File: config.mk
export PLATFORM = sky130hd
export DESIGN_NAME = ulpi_phy_responder
export DESIGN_NICKNAME = d
export VERILOG_FILES = /design/src/rtl/ulpi_pkg.sv /design/src/rtl/ulpi_phy_regfile.sv /design/src/rtl/ulpi_phy_responder.sv
export SDC_FILE = /design/constraint.sdc
export NUM_CORES = 1
export LEC_CHECK = 0
export ABC_CLOCK_PERIOD_IN_PS = 1900
export CAP_MARGIN = 20
export CORE_MARGIN = 2
export CORE_UTILIZATION = 49
export DETAILED_ROUTE_END_ITERATION = 7
export PLACE_DENSITY = 0.82
export SETUP_SLACK_MARGIN = 0.4
export SKIP_LAST_GASP = 1
export SLEW_MARGIN = 20
export SYNTH_ARGS = -nofsm -noshare
export SYNTH_HDL_FRONTEND = slang
export SYNTH_HIERARCHICAL = 1
export SYNTH_SLANG_ARGS = --single-unit
File: constraint.sdc
create_clock -name ulpi_clk60_i -period 1.9 [get_ports ulpi_clk60_i]
set_clock_uncertainty 0.1 [all_clocks]
set_input_delay 0.285 -clock ulpi_clk60_i [delete_from_list [all_inputs] [get_ports ulpi_clk60_i]]
set_output_delay 0.285 -clock ulpi_clk60_i [all_outputs]
set_load 0.02 [all_outputs]
File: src/rtl/ulpi_pkg.sv
// ulpi_pkg: shared ULPI encodings, register map, reset defaults and PHY responder states.
package ulpi_pkg;

    localparam logic [1:0] CMD_TX   = 2'b01;
    localparam logic [1:0] CMD_REGW = 2'b10;
    localparam logic [1:0] CMD_REGR = 2'b11;

    localparam logic [5:0] A_VID  = 6'h00;
    localparam logic [5:0] A_PID  = 6'h02;
    localparam logic [5:0] A_FUNC = 6'h04;
    localparam logic [5:0] A_IFC  = 6'h07;
    localparam logic [5:0] A_OTG  = 6'h0A;

    localparam logic [7:0] FUNC_RST = 8'h41;
    localparam logic [7:0] IFC_RST  = 8'h00;
    localparam logic [7:0] OTG_RST  = 8'h06;
    localparam int         FUNC_RESET_BIT = 5;

    localparam logic [1:0] EVT_NONE  = 2'b00;
    localparam logic [1:0] EVT_RXACT = 2'b01;

    typedef enum logic [3:0] {
        S_IDLE, S_CMD_ACK, S_TX_DATA, S_REGW_DATA, S_REGW_STP, S_REGR_TURN, S_REGR_DATA,
        S_RX_TURN, S_RX_DATA, S_RX_END, S_RXCMD_TURN, S_DROP, S_TURN_OUT
    } state_t;

    // RX CMD byte: [7:6]=0, [5:4] rx event, [3:2] vbus, [1:0] linestate
    function automatic logic [7:0] rxcmd(input logic [1:0] evt, input logic [1:0] vbus,
                                         input logic [1:0] ls);
        return {2'b00, evt, vbus, ls};
    endfunction

    // op 0 = write, 1 = set, 2 = clear
    function automatic logic [7:0] reg_upd(input logic [7:0] cur, input logic [1:0] op,
                                           input logic [7:0] d);
        return (op == 2'd0) ? d : (op == 2'd1) ? (cur | d) : (cur & ~d);
    endfunction

    function automatic logic in_grp(input logic [5:0] a, input logic [5:0] base);
        return (a >= base) && (a <= base + 6'd2);
    endfunction

endpackage

File: src/rtl/ulpi_phy_regfile.sv
// ulpi_phy_regfile: PHY register file with write/set/clear groups, read mux and
// self-clearing FUNC_CTRL reset bit that produces a one-cycle phy_reset pulse.
module ulpi_phy_regfile
    import ulpi_pkg::*;
#(
    parameter logic [15:0] VENDOR_ID  = 16'h0424,
    parameter logic [15:0] PRODUCT_ID = 16'h0009
) (
    input  logic       clk,
    input  logic       rst,
    input  logic       we,
    input  logic [5:0] addr,
    input  logic [7:0] wdata,
    output logic [7:0] rdata,
    output logic [7:0] func_o,
    output logic [7:0] ifc_o,
    output logic [7:0] otg_o,
    output logic       phy_reset_o
);

    logic [7:0] func_q, func_d, ifc_q, ifc_d, otg_q, otg_d, func_n;
    logic       phy_reset_q, phy_reset_d, hit_f;

    always_comb begin
        func_n      = reg_upd(func_q, 2'(addr - A_FUNC), wdata);
        hit_f       = we && in_grp(addr, A_FUNC);
        func_d      = hit_f ? (func_n & ~(8'd1 << FUNC_RESET_BIT)) : func_q;
        phy_reset_d = hit_f && func_n[FUNC_RESET_BIT];
        ifc_d       = (we && in_grp(addr, A_IFC)) ? reg_upd(ifc_q, 2'(addr - A_IFC), wdata) : ifc_q;
        otg_d       = (we && in_grp(addr, A_OTG)) ? reg_upd(otg_q, 2'(addr - A_OTG), wdata) : otg_q;
        rdata       = 8'h00;
        case (addr)
            A_VID:         rdata = VENDOR_ID[7:0];
            A_VID + 6'd1:  rdata = VENDOR_ID[15:8];
            A_PID:         rdata = PRODUCT_ID[7:0];
            A_PID + 6'd1:  rdata = PRODUCT_ID[15:8];
            default: begin
                if (in_grp(addr, A_FUNC)) rdata = func_q;
                else if (in_grp(addr, A_IFC)) rdata = ifc_q;
                else if (in_grp(addr, A_OTG)) rdata = otg_q;
            end
        endcase
    end

    always_ff @(posedge clk or posedge rst) begin
        if (rst) begin
            func_q      <= FUNC_RST;
            ifc_q       <= IFC_RST;
            otg_q       <= OTG_RST;
            phy_reset_q <= 1'b0;
        end else begin
            func_q      <= func_d;
            ifc_q       <= ifc_d;
            otg_q       <= otg_d;
            phy_reset_q <= phy_reset_d;
        end
    end

    assign func_o      = func_q;
    assign ifc_o       = ifc_q;
    assign otg_o       = otg_q;
    assign phy_reset_o = phy_reset_q;

endmodule

File: src/rtl/ulpi_phy_responder.sv
// ulpi_phy_responder: PHY-side ULPI responder handling link TX CMDs, register access,
// injected RX packets and linestate RX CMDs, all in the 60 MHz ULPI clock domain.
module ulpi_phy_responder
    import ulpi_pkg::*;
#(
    parameter logic [15:0] VENDOR_ID  = 16'h0424,
    parameter logic [15:0] PRODUCT_ID = 16'h0009,
    parameter logic [1:0]  VBUS_STATE = 2'b11
) (
    input  logic       ulpi_clk60_i,
    input  logic       ulpi_rst_i,
    input  logic [7:0] ulpi_data_i,
    input  logic       ulpi_stp_i,
    output logic [7:0] ulpi_data_o,
    output logic       ulpi_dir_o,
    output logic       ulpi_nxt_o,
    input  logic       rx_valid_i,
    input  logic [7:0] rx_data_i,
    input  logic       rx_last_i,
    output logic       rx_ready_o,
    input  logic [1:0] linestate_i,
    output logic       tx_valid_o,
    output logic [7:0] tx_data_o,
    output logic       tx_last_o,
    output logic [7:0] func_ctrl_o,
    output logic [7:0] ifc_ctrl_o,
    output logic [7:0] otg_ctrl_o,
    output logic       phy_reset_o
);

    state_t     state_q, state_d;
    logic       dir_q, dir_d, nxt_q, nxt_d, tx_valid_q, tx_valid_d, tx_last_q, tx_last_d;
    logic [7:0] data_q, data_d, tx_data_q, tx_data_d, cmd_q, cmd_d, hold_q, hold_d;
    logic [7:0] wdata_q, wdata_d, rdata;
    logic [1:0] last_ls_q, last_ls_d;
    logic       rx_take;

    assign rx_ready_o = (state_q == S_RX_TURN) || (state_q == S_RX_DATA);
    assign rx_take    = rx_valid_i && rx_ready_o;

    ulpi_phy_regfile #(.VENDOR_ID(VENDOR_ID), .PRODUCT_ID(PRODUCT_ID)) u_regs (
        .clk         (ulpi_clk60_i),
        .rst         (ulpi_rst_i),
        .we          ((state_q == S_REGW_STP) && ulpi_stp_i),
        .addr        (cmd_q[5:0]),
        .wdata       (wdata_q),
        .rdata       (rdata),
        .func_o      (func_ctrl_o),
        .ifc_o       (ifc_ctrl_o),
        .otg_o       (otg_ctrl_o),
        .phy_reset_o (phy_reset_o)
    );

    always_comb begin
        state_d    = state_q;
        dir_d      = dir_q;
        nxt_d      = nxt_q;
        data_d     = data_q;
        tx_valid_d = 1'b0;
        tx_last_d  = 1'b0;
        tx_data_d  = tx_data_q;
        cmd_d      = cmd_q;
        hold_d     = hold_q;
        wdata_d    = wdata_q;
        last_ls_d  = last_ls_q;
        case (state_q)
            S_IDLE: begin
                if (rx_valid_i) begin
                    dir_d   = 1'b1;
                    nxt_d   = 1'b1;
                    state_d = S_RX_TURN;
                end else if (ulpi_data_i[7:6] != 2'b00) begin
                    cmd_d   = ulpi_data_i;
                    nxt_d   = 1'b1;
                    state_d = S_CMD_ACK;
                end else if (ulpi_data_i == 8'h00 && linestate_i != last_ls_q) begin
                    dir_d   = 1'b1;
                    state_d = S_RXCMD_TURN;
                end
            end
            S_CMD_ACK: begin
                case (cmd_q[7:6])
                    CMD_TX: begin
                        hold_d  = {~cmd_q[3:0], cmd_q[3:0]};
                        state_d = S_TX_DATA;
                    end
                    CMD_REGW: state_d = S_REGW_DATA;
                    default: begin
                        nxt_d   = 1'b0;
                        dir_d   = 1'b1;
                        state_d = S_REGR_TURN;
                    end
                endcase
            end
            // each captured byte is released one cycle later, so STP can tag the final one
            S_TX_DATA: begin
                tx_valid_d = 1'b1;
                tx_data_d  = hold_q;
                tx_last_d  = ulpi_stp_i;
                hold_d     = ulpi_stp_i ? hold_q : ulpi_data_i;
                nxt_d      = !ulpi_stp_i;
                state_d    = ulpi_stp_i ? S_IDLE : S_TX_DATA;
            end
            S_REGW_DATA: begin
                wdata_d = ulpi_data_i;
                nxt_d   = 1'b0;
                state_d = S_REGW_STP;
            end
            S_REGW_STP:  state_d = S_IDLE;
            S_REGR_TURN: begin
                data_d  = rdata;
                state_d = S_REGR_DATA;
            end
            S_REGR_DATA: begin
                dir_d   = 1'b0;
                state_d = S_TURN_OUT;
            end
            S_RX_TURN, S_RX_DATA: begin
                nxt_d   = rx_take;
                data_d  = rx_take ? rx_data_i : rxcmd(EVT_RXACT, VBUS_STATE, linestate_i);
                state_d = (rx_take && rx_last_i) ? S_RX_END : S_RX_DATA;
            end
            S_RX_END, S_RXCMD_TURN: begin
                nxt_d     = 1'b0;
                data_d    = rxcmd(EVT_NONE, VBUS_STATE, linestate_i);
                last_ls_d = linestate_i;
                state_d   = S_DROP;
            end
            S_DROP: begin
                dir_d   = 1'b0;
                state_d = S_TURN_OUT;
            end
            default: state_d = S_IDLE;
        endcase
    end

    always_ff @(posedge ulpi_clk60_i or posedge ulpi_rst_i) begin
        if (ulpi_rst_i) begin
            state_q    <= S_IDLE;
            dir_q      <= 1'b0;
            nxt_q      <= 1'b0;
            data_q     <= 8'h00;
            tx_valid_q <= 1'b0;
            tx_last_q  <= 1'b0;
            tx_data_q  <= 8'h00;
            cmd_q      <= 8'h00;
            hold_q     <= 8'h00;
            wdata_q    <= 8'h00;
            last_ls_q  <= 2'b00;
        end else begin
            state_q    <= state_d;
            dir_q      <= dir_d;
            nxt_q      <= nxt_d;
            data_q     <= data_d;
            tx_valid_q <= tx_valid_d;
            tx_last_q  <= tx_last_d;
            tx_data_q  <= tx_data_d;
            cmd_q      <= cmd_d;
            hold_q     <= hold_d;
            wdata_q    <= wdata_d;
            last_ls_q  <= last_ls_d;
        end
    end

    assign ulpi_data_o = data_q;
    assign ulpi_dir_o  = dir_q;
    assign ulpi_nxt_o  = nxt_q;
    assign tx_valid_o  = tx_valid_q;
    assign tx_data_o   = tx_data_q;
    assign tx_last_o   = tx_last_q;

endmodule
# After elaboration in Yosys (flattened, before gate mapping)

Index checks and enable logic that the tools add are counted.

Reductions and logical operators: 33
Add/subtract/negate cells: 3
Muxes and demuxes: 33
Bitwise operators: 9
$lt $le $gt $ge: 6
Eq/ne operators: 27

Operators with widths:

| kind                 | number |
|---|---|
| $mux W8              | 12 |
| $pmux W4 S8          | 1 |
| $pmux W8 S4          | 1 |
| $and A8 B8 Y8        | 3 |
| $or A8 B8 Y8         | 3 |
| $pmux W8 S3          | 1 |
| $eq A4 B3 Y1 const B | 4 |
| $eq A4 B4 Y1 const B | 4 |
| $pmux W8 S2          | 1 |
| $eq A6 B2 Y1 const B | 2 |
| $ge A6 B3 Y1 const B | 2 |
| $le A6 B4 Y1 const B | 2 |
| $mux W4              | 3 |
| $logic_and A1 B1 Y1  | 11 |
| $mux W1              | 10 |
| $ne A3 B3 Y1 const B | 3 |
| $reduce_and A3 Y1    | 3 |
| $eq A2 B1 Y1 const B | 4 |
| $eq A4 B2 Y1 const B | 2 |
| $logic_not A8 Y1     | 1 |
| $not A8 Y8           | 1 |
| $reduce_or A2 Y1     | 4 |
| $eq A6 B1 Y1 const B | 1 |
| $ge A6 B4 Y1 const B | 1 |
| other kinds (24)     | 31 |

Output and inout bits: 46
Input bits: 23
Logic and storage cells: 126
Bits in registers: 74

# Longest topological paths before layout

Gate-level depths: netlist of the first run.

Depth after elaboration: 7
Gate-level depth with buffers: 8
Depth with buffers taken out: 6

# Cells and area by module

The synthesis of the first run kept the hierarchy.

By module, submodules not included:

| module             | times used | seq. area each (um^2) | cells each | area an instance (um^2) |
|---|---|---|---|---|
| ulpi_phy_responder | 1          | 1251.2                | 256        | 2571.2 |
| ulpi_phy_regfile   | 1          | 605.6                 | 169        | 1689.1 |

# Least setup slack after synthesis of the first run

Ideal clock, no wire load.

Path type: reg-to-reg
Start point: register cmd_q[0]
End point: register data_q[1], in the netlist ulpi_data_o[1]
Data required time: 1.678 ns
Clock period less this slack: 1.994 ns
Library setup time: 0.122 ns
Cell stages (with the launch flop): 9
Setup slack: -0.094 ns
Arrival: 1.772 ns
Path buffers: 2
Cell sequence: dfrtp_1 buf_6 clkbuf_1 nand2_1 and3_1 a221o_1 a21o_1 a22oi_1 o2bb2ai_1

Longest elaborated chain between the ends: 7
Elaborated cells on any way between the ends: 18
Classes of those cells: order compare: 6; eq/ne: 3; mux: 5; reduce/logical: 4

RTL lines:

| what                                         | line                      | source |
|---|---|---|
| from (decl)                                  | ulpi_phy_responder.sv:33  | `logic [7:0] data_q, data_d, tx_data_q, tx_data_d, cmd_q, cmd_d, hold_q, hold_d;` |
| from (signal assigned)                       | ulpi_phy_responder.sv:158 | `cmd_q <= cmd_d;` |
| $ge A6 B4 Y1 or $le A6 B4 Y1 (tied branches) | ulpi_pkg.sv:40            | `return (a >= base) && (a <= base + 6'd2);` |
| $logic_and A1 B1 Y1                          | ulpi_pkg.sv:40            |  |
| $mux W8                                      | ulpi_phy_regfile.sv:40    | `else if (in_grp(addr, A_OTG)) rdata = otg_q;` |
| $mux W8                                      | ulpi_phy_regfile.sv:39    | `else if (in_grp(addr, A_IFC)) rdata = ifc_q;` |
| $mux W8                                      | ulpi_phy_regfile.sv:38    | `if (in_grp(addr, A_FUNC)) rdata = func_q;` |
| $pmux W8 S4 (*)                              | ulpi_phy_regfile.sv:32    | `case (addr)` |
| via rdata[1]                                 | ulpi_phy_responder.sv:34  | `logic [7:0] wdata_q, wdata_d, rdata;` |
| $pmux W8 S3 (*)                              | ulpi_phy_responder.sv:66  | `case (state_q)` |
| to (signal assigned)                         | ulpi_phy_responder.sv:154 | `data_q <= data_d;` |
| to (decl)                                    | ulpi_phy_responder.sv:33  |  |

Mark *: on every way through the listed nets, which the timed path passes. The rest lies on a longest branch.
A chain may end at the register's enable or synchronous reset.

# Worst setup path in the final report of the first run

Start point: register cmd_q[2]
End point: register data_q[1], in the netlist ulpi_data_o[1]

Same word-level chain as after synthesis.

==> flow_metrics.tcl, run 1 <==
set metrics [dict create \
    ys_seq_area_share_pct 43.58 \
    cts_made_buffers 9 \
    overflow 0 \
    synth_area_mm2 0.004260 \
    cp_cell_sequence "buf_4 > nor4b_4 > buf_4 > and3_4 > a221o_1 > a21o_1 > a22oi_2 > o2bb2ai_1" \
    core_area_mm2 0.008593 \
    drt.antenna.violating_nets 0 \
    die-area_mm2 0.009457 \
    p_leak_nw 3.089 \
    diodes 0 \
    status "finished, violations left" \
    root_buffer "clkbuf_8" \
    initial_core_util_pct 49.58 \
    fin_nets 632 \
    cts_max_level 3 \
    hold_viol_final 0 \
    relSlewSlack_pct 65.91 \
    critPathTopFamily "compound AO/OA/AOI/OAI gates" \
    via_count 4761 \
    wl_per_cell_um 24.11 \
    post_synth_num_cell_types 76 \
    drive_above_1_share_pct 50.73 \
    hold_class "input port to asynchronous set/reset pin" \
    start_kind "flop" \
    grt_usage_pct 31.36 \
    setup_viol 12 \
    grt_max_degree 51 \
    violations "negative setup slack" \
    seq_area_mm2 0.001869 \
    layout_min_cycle_time_ns 2.044 \
    grt_setup_unrepaired "yes" \
    max_stage_delay_ns 0.45 \
    syn_nets 449 \
    wl_um 17390 \
    hold_buffers 0 \
    io_buffer_count 67 \
    arrival_ns 2.18 \
    antenna_found_initial 0 \
    synth_area_per_cell_um2 10.02 \
    clk_latency_ns 0.36 \
    ir_worst_vdd_v 0.001170 \
    ctsLongestPathBuffers 2 \
    ys.flop_type "dfrtp_1" \
    ys_seq_elements 74 \
    synthCells 425 \
    grt_pass1_vias 4568 \
    die_h_um 97.25 \
    areaGrowthSynthToFinish_pct 65.37 \
    hpwl_um 8936 \
    place.gp.congestion 0.9091 \
    rows 34 \
    path_class "flop to flop" \
    final.period_utilization_pct 107.6 \
    synth-edff-count 0 \
    final_util_pct 81.99 \
    grt_first_pass_wirelength_um 23730 \
    vias_per_cell 6.603 \
    slew_violations 0 \
    max_freq_mhz 489.2 \
    yosysWarningCount 6 \
    drt_first_pass_iters 5 \
    clock_sinks 74 \
    synth-async-reset-ratio_pct 100.0 \
    power_per_cell_area_mw_per_mm2 1833 \
    clk_pin_slew_ns 0.09 \
    crit_slowest_cell "dfrtp_2" \
    tightest_slew_ns 0.5091 \
    place_ws_ns -0.08644 \
    pin_count 69 \
    setup_ws_ns -0.1440 \
    multi_input_area_mm2 0.002749 \
    fillers 455 \
    endpoint_kind "flop" \
    cp_common_cell "buf_4" \
    critPathMaxFanout 5 \
    cp.buffers_inverters 2 \
    drc 0 \
    die_w_um 97.25 \
    cts_tree "done" \
    timing.hold.ws_ns 0.2650 \
    worstPathRequired_ns 2.03 \
    drtIter0Drc 481 \
    maxCapViolCount 0 \
]
cell type report:
class	count	area share, %
Sequential cell	74	26.53
Tap cell	108	1.918
Multi-Input combinational cell	305	39.02
Timing Repair Buffer	199	27.70
Timing Repair inverter	1	0.1066
Inverter	18	1.492
Clock buffer	10	1.953
Clock inverter	6	1.279
stage by stage:
| stage | total power [W] | std cells | TNS, ns | cell area (um^2) |
|---|---|---|---|---|
| finish | 0.01292 | 721 | -0.8219 | 7046 |
| detailed placement | 0.008585 | 640 | -0.5555 | 5592 |
| floorplan | 0.006421 | 425 | 0 | 4451 |
| global placement | 0.008420 | 640 | -0.01269 | 5592 |
| global route | 0.01335 | 721 | -1.394 | 7046 |
| CTS | 0.01104 | 695 | -0.04377 | 6470 |
path summary, 6_finish.rpt:
kind                               from                    endpoint  slack [ns]  cells after the start
min                          ulpi_rst_i  asynchronous set/reset pin        0.26                      3
min reg2reg                tx_data_o[5]                tx_data_o[5]        0.38                      2
max in group asynchronous    ulpi_rst_i  asynchronous set/reset pin        1.14                      3
max reg2reg                    cmd_q[2]              ulpi_data_o[1]       -0.14                      8
max                            cmd_q[2]              ulpi_data_o[1]       -0.14                      8
min in group ulpi_clk60_i  rx_data_i[4]              ulpi_data_o[4]        0.38                      3
cells in the final DEF (no fill, tap or decap), types with 8 or more instances in the layout:
master	count
dlygate4sd2_1	17
nand4_1	8
buf_6	33
nand2_1	34
buf_4	81
clkdlybuf4s50_1	22
dfrtp_2	10
a2111o_1	8
o211ai_1	13
a21oi_1	13
o21ai_0	9
clkbuf_8	10
buf_12	11
mux2_4	16
inv_1	12
nor2_1	16
dfrtp_1	60
a22o_1	10
clkbuf_2	10
nand2_2	15
layer usage:
metal | wire (um) | global-route usage, % | up-vias
met3 | 1457 | 5.396 | 100
met1 | 6583 | 41.29 | 2339
met2 | 8458 | 51.01 | 351
li1 | - | - | 1971
met5 | 0 | 0 | -
met4 | 885 | 14.00 | 0
report_power, final:
group	internal [W]	switching, W
clock	0.000778	0.000659
combinational	0.00411	0.00420
sequential	0.00229	0.000879
total	0.00718	0.00573
worst register-to-register path, cell delays in order, from the launching register on:
cell,delay [ns]
dfrtp_2,0.45
buf_4,0.17
nor4b_4,0.13
buf_4,0.16
and3_4,0.19
a221o_1,0.26
a21o_1,0.20
a22oi_2,0.15
o2bb2ai_1,0.11
Yosys cell counts, types with 3 or more instances:
master / n / share of area, %
a31oi_1: 3 / 0.44
and3_1: 3 / 0.44
nor3b_1: 5 / 0.88
o2111ai_1: 7 / 1.4
dfstp_2: 4 / 2.5
nand2_1: 56 / 4.9
nand2b_1: 7 / 1.0
and2_1: 4 / 0.59
a21o_1: 7 / 1.2
nor2b_1: 9 / 1.3
nor2_1: 22 / 1.9
o2bb2ai_1: 3 / 0.62
a221o_1: 5 / 1.2
o21a_1: 4 / 0.70
nand4_1: 8 / 1.2
a21oi_1: 19 / 2.2
a311o_1: 6 / 1.4
a22o_1: 10 / 2.1
o31ai_1: 5 / 0.88
a2111o_1: 8 / 2.1
o211ai_1: 13 / 2.3
buf_2: 13 / 1.5
o221ai_1: 3 / 0.62
xor2_1: 3 / 0.62
nand3_1: 3 / 0.35
a22oi_1: 3 / 0.53
mux2_2: 10 / 2.6
buf_6: 6 / 1.6
o21ai_0: 16 / 1.9
a22o_2: 7 / 1.6
clkbuf_1: 6 / 0.53
inv_1: 15 / 1.3
dfrtp_1: 70 / 41
mux2_4: 7 / 2.5
kinds of logic (layout without fill, tap and decap cells):
group / Yosys count / in the layout / share of synthesized area [%]
other: 1 / 1 / 0.08802
muxes: 19 / 19 / 5.580
adders and majority gates: 1 / 1 / 0.2936
buffers and inverters: 46 / 234 / 5.668
and+or+nand+nor: 140 / 140 / 17.83
xor gates and xnor gates: 4 / 4 / 0.8225
AOI/OAI and AO/OA: 140 / 140 / 26.14
DFF: 74 / 74 / 43.58
what timing repair did:
item / CTS / global route
gates cloned: 7 / 0
gates resized for setup: 165 / 119
setup endpoints to repair: 119 / 98
setup buffers: 32 / 26
hold endpoints to repair: 0 / 0
pin swaps: 35 / 56
(Power assumes the default switching activity.)
==> inputs of run 2 (changes only) <==
--- a/config.mk
+++ b/config.mk
@@ -7,7 +7,7 @@
 export LEC_CHECK = 0
 export ABC_CLOCK_PERIOD_IN_PS = 1900
 export CAP_MARGIN = 20
-export CORE_MARGIN = 2
+export CORE_MARGIN = 5
 export CORE_UTILIZATION = 49
 export DETAILED_ROUTE_END_ITERATION = 7
 export PLACE_DENSITY = 0.82
==> run 2 against run 1 <==
The flow still finishes with violations (negative setup slack). Clock power increased by 8%. Core utilization decreased by 1.1 points. Via count decreased by 2.8%. Global-route usage decreased by 4.8 points. Sequential cell count unchanged. First-iteration DRC count decreased by 3.5%. Sequential power decreased by 3%. Wire length decreased by 2.4%. Critical endpoint is now ulpi_data_o[4]. Largest cell class unchanged.
==> flow_metrics.tcl, run 2 (same netlist as run 1, synthesis figures left out) <==
set metrics [dict create \
    arrival_ns 2.18 \
    endpoint_kind "flop" \
    grt_usage_pct 26.53 \
    path_class "flop to flop" \
    clk_pin_slew_ns 0.09 \
    clk_latency_ns 0.35 \
    ctsLongestPathBuffers 2 \
    report.power.total_w 0.01275 \
    r2r-start "state_q[1]" \
    wl_um 16970 \
    grt_pass1_vias 4282 \
    die_w_um 103.2 \
    wl_met3_um 1319 \
    fillers 458 \
    cts_made_buffers 9 \
    overflow 0 \
    violations "negative setup slack" \
    drc 0 \
    vias_per_cell 6.518 \
    status "finished, violations left" \
    cts_tree "done" \
    met2_length_um 8477 \
    setup_ws_ns -0.1129 \
    placedCellCount 635 \
    grt_first_pass_wirelength_um 21960 \
    drtIter0Drc 464 \
    fin_nets 621 \
    drive_above_1_share_pct 48.34 \
    die_h_um 103.2 \
    drt.antenna.violating_nets 0 \
    hold_class "input port to asynchronous set/reset pin" \
    final_area_mm2 0.006953 \
    root_buffer "clkbuf_8" \
    die-area_mm2 0.01066 \
    slew_violations 0 \
    hold_viol_final 0 \
    final.period_utilization_pct 105.9 \
    p_leak_nw 3.096 \
    max_freq_mhz 496.8 \
    clock_sinks 74 \
    pin_count 69 \
    rr_endpoint "ulpi_data_o[4]" \
    reg2reg_setup_slack_ns -0.11 \
    via_count 4628 \
    initial_core_util_pct 49.58 \
    dr.max_layer_used "met4" \
    wl_per_cell_um 23.91 \
    reg2regPathDepth 7 \
    place_ws_ns -0.09115 \
    ir_worst_vdd_v 0.001057 \
    relSlewSlack_pct 51.31 \
    diodes 0 \
    critPathMaxFanout 7 \
    antenna_found_initial 0 \
    areaGrowthSynthToFinish_pct 63.20 \
    place.gp.congestion 0.9055 \
    io_buffer_count 67 \
    setup_viol 12 \
    final_cells 710 \
    layout_commonest_cell "buf_4" \
    maxCapViolCount 0 \
    wirelength_met1_um 6259 \
    core_area_mm2 0.008593 \
    layout_common_cells "buf_4, dfrtp_1, nand2_1, buf_6, dlygate4sd2_1" \
    start_kind "flop" \
    grt_setup_unrepaired "yes" \
    placed_area_mm2 0.005579 \
    grt_max_degree 51 \
    worstPathRequired_ns 2.07 \
    hpwl_um 8869 \
    power_per_cell_area_mw_per_mm2 1834 \
    layout_min_cycle_time_ns 2.013 \
    cts_max_level 3 \
    drt_first_pass_iters 5 \
    rows 34 \
    tightest_slew_ns 0.7276 \
]
[run 2: how the worst max path moves through the flow]
stage | from | end | slack [ns] | cells after the start
floorplan | cmd_q[2] | ulpi_data_o[1] | 0.09 | 7
global placement | cmd_q[2] | ulpi_data_o[1] | -0.04 | 7
detailed placement | cmd_q[2] | ulpi_data_o[1] | -0.09 | 7
CTS | cmd_q[2] | ulpi_data_o[1] | -0.07 | 7
global route | state_q[1] | ulpi_data_o[4] | -0.18 | 7
finish | state_q[1] | ulpi_data_o[4] | -0.11 | 7
[run 2: stage by stage]
step / hold WS (ns) / util (%) / TNS [ns]
6_report: 0.2709 / 80.91 / -0.4909
2_1_floorplan: 0.1967 / - / 0
5_1_grt: 0.2820 / 80.91 / -1.333
3_5_place_dp: 0.3617 / 64.92 / -0.5306
3_3_place_gp: 0.3514 / 64.92 / -0.07560
4_1_cts: 0.2801 / 73.01 / -0.2375
[run 2: per-layer routing]
layer | track usage (%) | vias to the layer above
met1 | 34.09 | 2272
li1 | - | 1946
met5 | 0 | -
met4 | 10.36 | 0
met2 | 45.29 | 332
met3 | 3.756 | 78
[run 2: area by class of cell]
| class | instances | area (um^2) | share of cell area (%) |
|---|---|---|---|
| multi-input cells | 305 | 2755 | 39.63 |
| flip-flops and latches | 74 | 1864 | 26.81 |
| repair buffers | 188 | 1846 | 26.54 |
| well taps | 108 | 135.1 | 1.943 |
| clock inverters | 7 | 125.1 | 1.800 |
| clock buffers | 9 | 123.9 | 1.782 |
| inverters | 18 | 96.34 | 1.386 |
| repair inverters | 1 | 7.507 | 0.1080 |
[run 2: critical path, cell delays in order, from the launching register on]
cell and delay (ns):
dfrtp_1 0.42, buf_6 0.13, buf_8 0.13, bufbuf_16 0.26
nor3b_1 0.36, a21oi_1 0.12, o21ai_0 0.23, a2bb2oi_1 0.19
[run 2: power breakdown]
| part | switching (W) | leakage (nW) | internal, W |
|---|---|---|---|
| Combinational | 0.00412 | 2.06 | 0.00398 |
| Clock | 0.000676 | 0.124 | 0.000885 |
| Sequential | 0.000804 | 0.917 | 0.00229 |
| Total | 0.00560 | 3.10 | 0.00715 |
[run 2: what timing repair did]
action | in CTS | in global routing
buffers inserted | 26 | 26
pin swaps | 30 | 59
hold buffers | 0 | 0
resized for setup | 114 | 151
cloned | 4 | 3
setup endpoints to repair | 118 | 94
==> inputs of run 3 (changes only) <==
==> constraint.sdc (replaced) <==
create_clock -name ulpi_clk60_i -period 1.9 [get_ports ulpi_clk60_i]
set_clock_uncertainty 0.1 [all_clocks]
set_input_delay 0.475 -clock ulpi_clk60_i [delete_from_list [all_inputs] [get_ports ulpi_clk60_i]]
set_output_delay 0.475 -clock ulpi_clk60_i [all_outputs]
set_load 0.02 [all_outputs]
==> run 3 against run 2 <==
The run still ends with negative setup slack left. Die area unchanged. First-iteration DRC count is 35% higher. Global-route usage rose by 2.1 points. Cell area increased by 4.4%. Critical path type unchanged. Largest cell class unchanged.
==> flow_metrics.tcl, run 3 (same netlist as run 1, synthesis figures left out) <==
set metrics [dict create \
    rr_endpoint "ulpi_data_o[1]" \
    root_buffer "clkbuf_8" \
    arrival_ns 2.24 \
    final_area_mm2 0.007257 \
    layout_common_cells "buf_4, buf_6, dfrtp_1, nand2_1, clkdlybuf4s50_1" \
    p_leak_nw 3.233 \
    hold_viol_final 0 \
    die_h_um 103.2 \
    diodes 0 \
    ir_worst_vdd_v 0.001032 \
    grt_pass1_vias 4576 \
    wl_um 19360 \
    drive_above_1_share_pct 54.76 \
    hpwl_um 9097 \
    path_class "flop to flop" \
    grt_setup_unrepaired "yes" \
    r2r-start "cmd_q[2]" \
    power_per_cell_area_mw_per_mm2 1893 \
    endpoint_kind "flop" \
    hold_end "tx_data_o[7]" \
    clock_sinks 74 \
    fillers 391 \
    hold_class "flop to flop" \
    via_count 5054 \
    clk_pin_slew_ns 0.09 \
    drt.antenna.violating_nets 0 \
    vias_per_cell 6.848 \
    drc 0 \
    reg2regPathDepth 8 \
    maxCapViolCount 0 \
    setup_viol 22 \
    cts_max_level 3 \
    clk_latency_ns 0.36 \
    drt_first_pass_iters 7 \
    relSlewSlack_pct 59.49 \
    slew_violations 0 \
    setup_total_negative_slack_ns -1.646 \
    cts_tree "done" \
    reg2reg_setup_slack_ns -0.19 \
    final.period_utilization_pct 110.1 \
    cts_made_buffers 9 \
    areaGrowthSynthToFinish_pct 70.34 \
    grt_usage_pct 28.65 \
    hold_depth 2 \
    die-area_mm2 0.01066 \
    rows 34 \
    ctsLongestPathBuffers 2 \
    violations "negative setup slack" \
    initial_core_util_pct 49.58 \
    grt_max_degree 51 \
    hold_buffers 0 \
    worstPathRequired_ns 2.05 \
    setup_ws_ns -0.1926 \
    tightest_slew_ns 0.6055 \
    overflow 0 \
    critPathMaxFanout 5 \
    status "finished, violations left" \
    drtIter0Drc 627 \
    hp-start "hold_q[7]" \
    placed_area_mm2 0.005584 \
    wl_per_cell_um 26.23 \
    die_w_um 103.2 \
    fin_nets 649 \
    place.gp.congestion 0.8996 \
    antenna_found_initial 0 \
    layout_commonest_cell "buf_4" \
    max_freq_mhz 477.9 \
    io_buffer_count 67 \
    start_kind "flop" \
    pin_count 69 \
    layout_min_cycle_time_ns 2.093 \
    report.power.total_w 0.01374 \
    core_area_mm2 0.008593 \
    grt_first_pass_wirelength_um 23560 \
]
## run 3: changes by cell type in the layout (fill, tap and decap cells not counted), sizes merged, moves of 3 or more
cell and change:
dlymetal6s2s -3, clkbuf -11, buf +65, clkdlybuf4s15 -8, dlygate4sd2 -17
## run 3: final cells by class
class / instances / area (um^2) / share of cell area (%)
clock buffer: 9 / 123.9 / 1.707
clock inverter: 7 / 123.9 / 1.707
inverter: 18 / 101.3 / 1.397
multi-input combinational: 306 / 2725 / 37.55
sequential: 74 / 1867 / 25.72
tap: 108 / 135.1 / 1.862
timing repair buffer: 214 / 2168 / 29.88
timing repair inverter: 2 / 12.51 / 0.1724
## run 3: per-layer routing
metal	wire, um	vias to the layer above	global-route usage, %
li1	-	2009	-
met1	6870	2451	35.93
met2	9005	429	46.57
met3	1979	165	6.908
met4	1501	0	13.84
met5	0	-	0
## run 3: worst max path at each step
stage               cells past startpoint  slack, ns        endpoint       start
floorplan                               7       0.06  ulpi_data_o[1]    cmd_q[2]
global placement                        6      -0.22            flop  ulpi_stp_i
detailed placement                      6      -0.26            flop  ulpi_stp_i
CTS                                     3      -0.05      rx_ready_o  state_q[0]
global route                            8      -0.20  ulpi_data_o[1]    cmd_q[2]
finish                                  8      -0.19  ulpi_data_o[1]    cmd_q[2]
## run 3: repair_timing
| action | in CTS | in global routing |
|---|---|---|
| setup buffers | 40 | 29 |
| endpoints found under the setup margin | 119 | 114 |
| gates resized for setup | 301 | 123 |
| gates cloned | 6 | 5 |
| pin swaps | 38 | 60 |
## run 3: critical path, stage by stage (launching register included)
cell and delay (ns):
dfrtp_2 0.50, buf_6 0.16, nor4b_4 0.12, buf_4 0.17
and3_1 0.20, a221o_1 0.33, a21o_1 0.20, a22oi_2 0.13
o2bb2ai_1 0.08
## run 3: power by group
group / switching [W] / internal [W]
logic: 0.00445 / 0.00454
clock network: 0.000699 / 0.000887
registers: 0.000878 / 0.00229
## run 3: stage by stage
stage | hold WS, ns | utilization, % | setup WS [ns] | std cells
floorplan | 0.3386 | - | 0.06356 | 425
global placement | 0.3585 | 64.98 | -0.2191 | 642
detailed placement | 0.3626 | 64.98 | -0.2631 | 642
CTS | 0.3794 | 75.01 | -0.05271 | 704
global route | 0.4291 | 84.45 | -0.2019 | 738
finish | 0.4028 | 84.45 | -0.1926 | 738
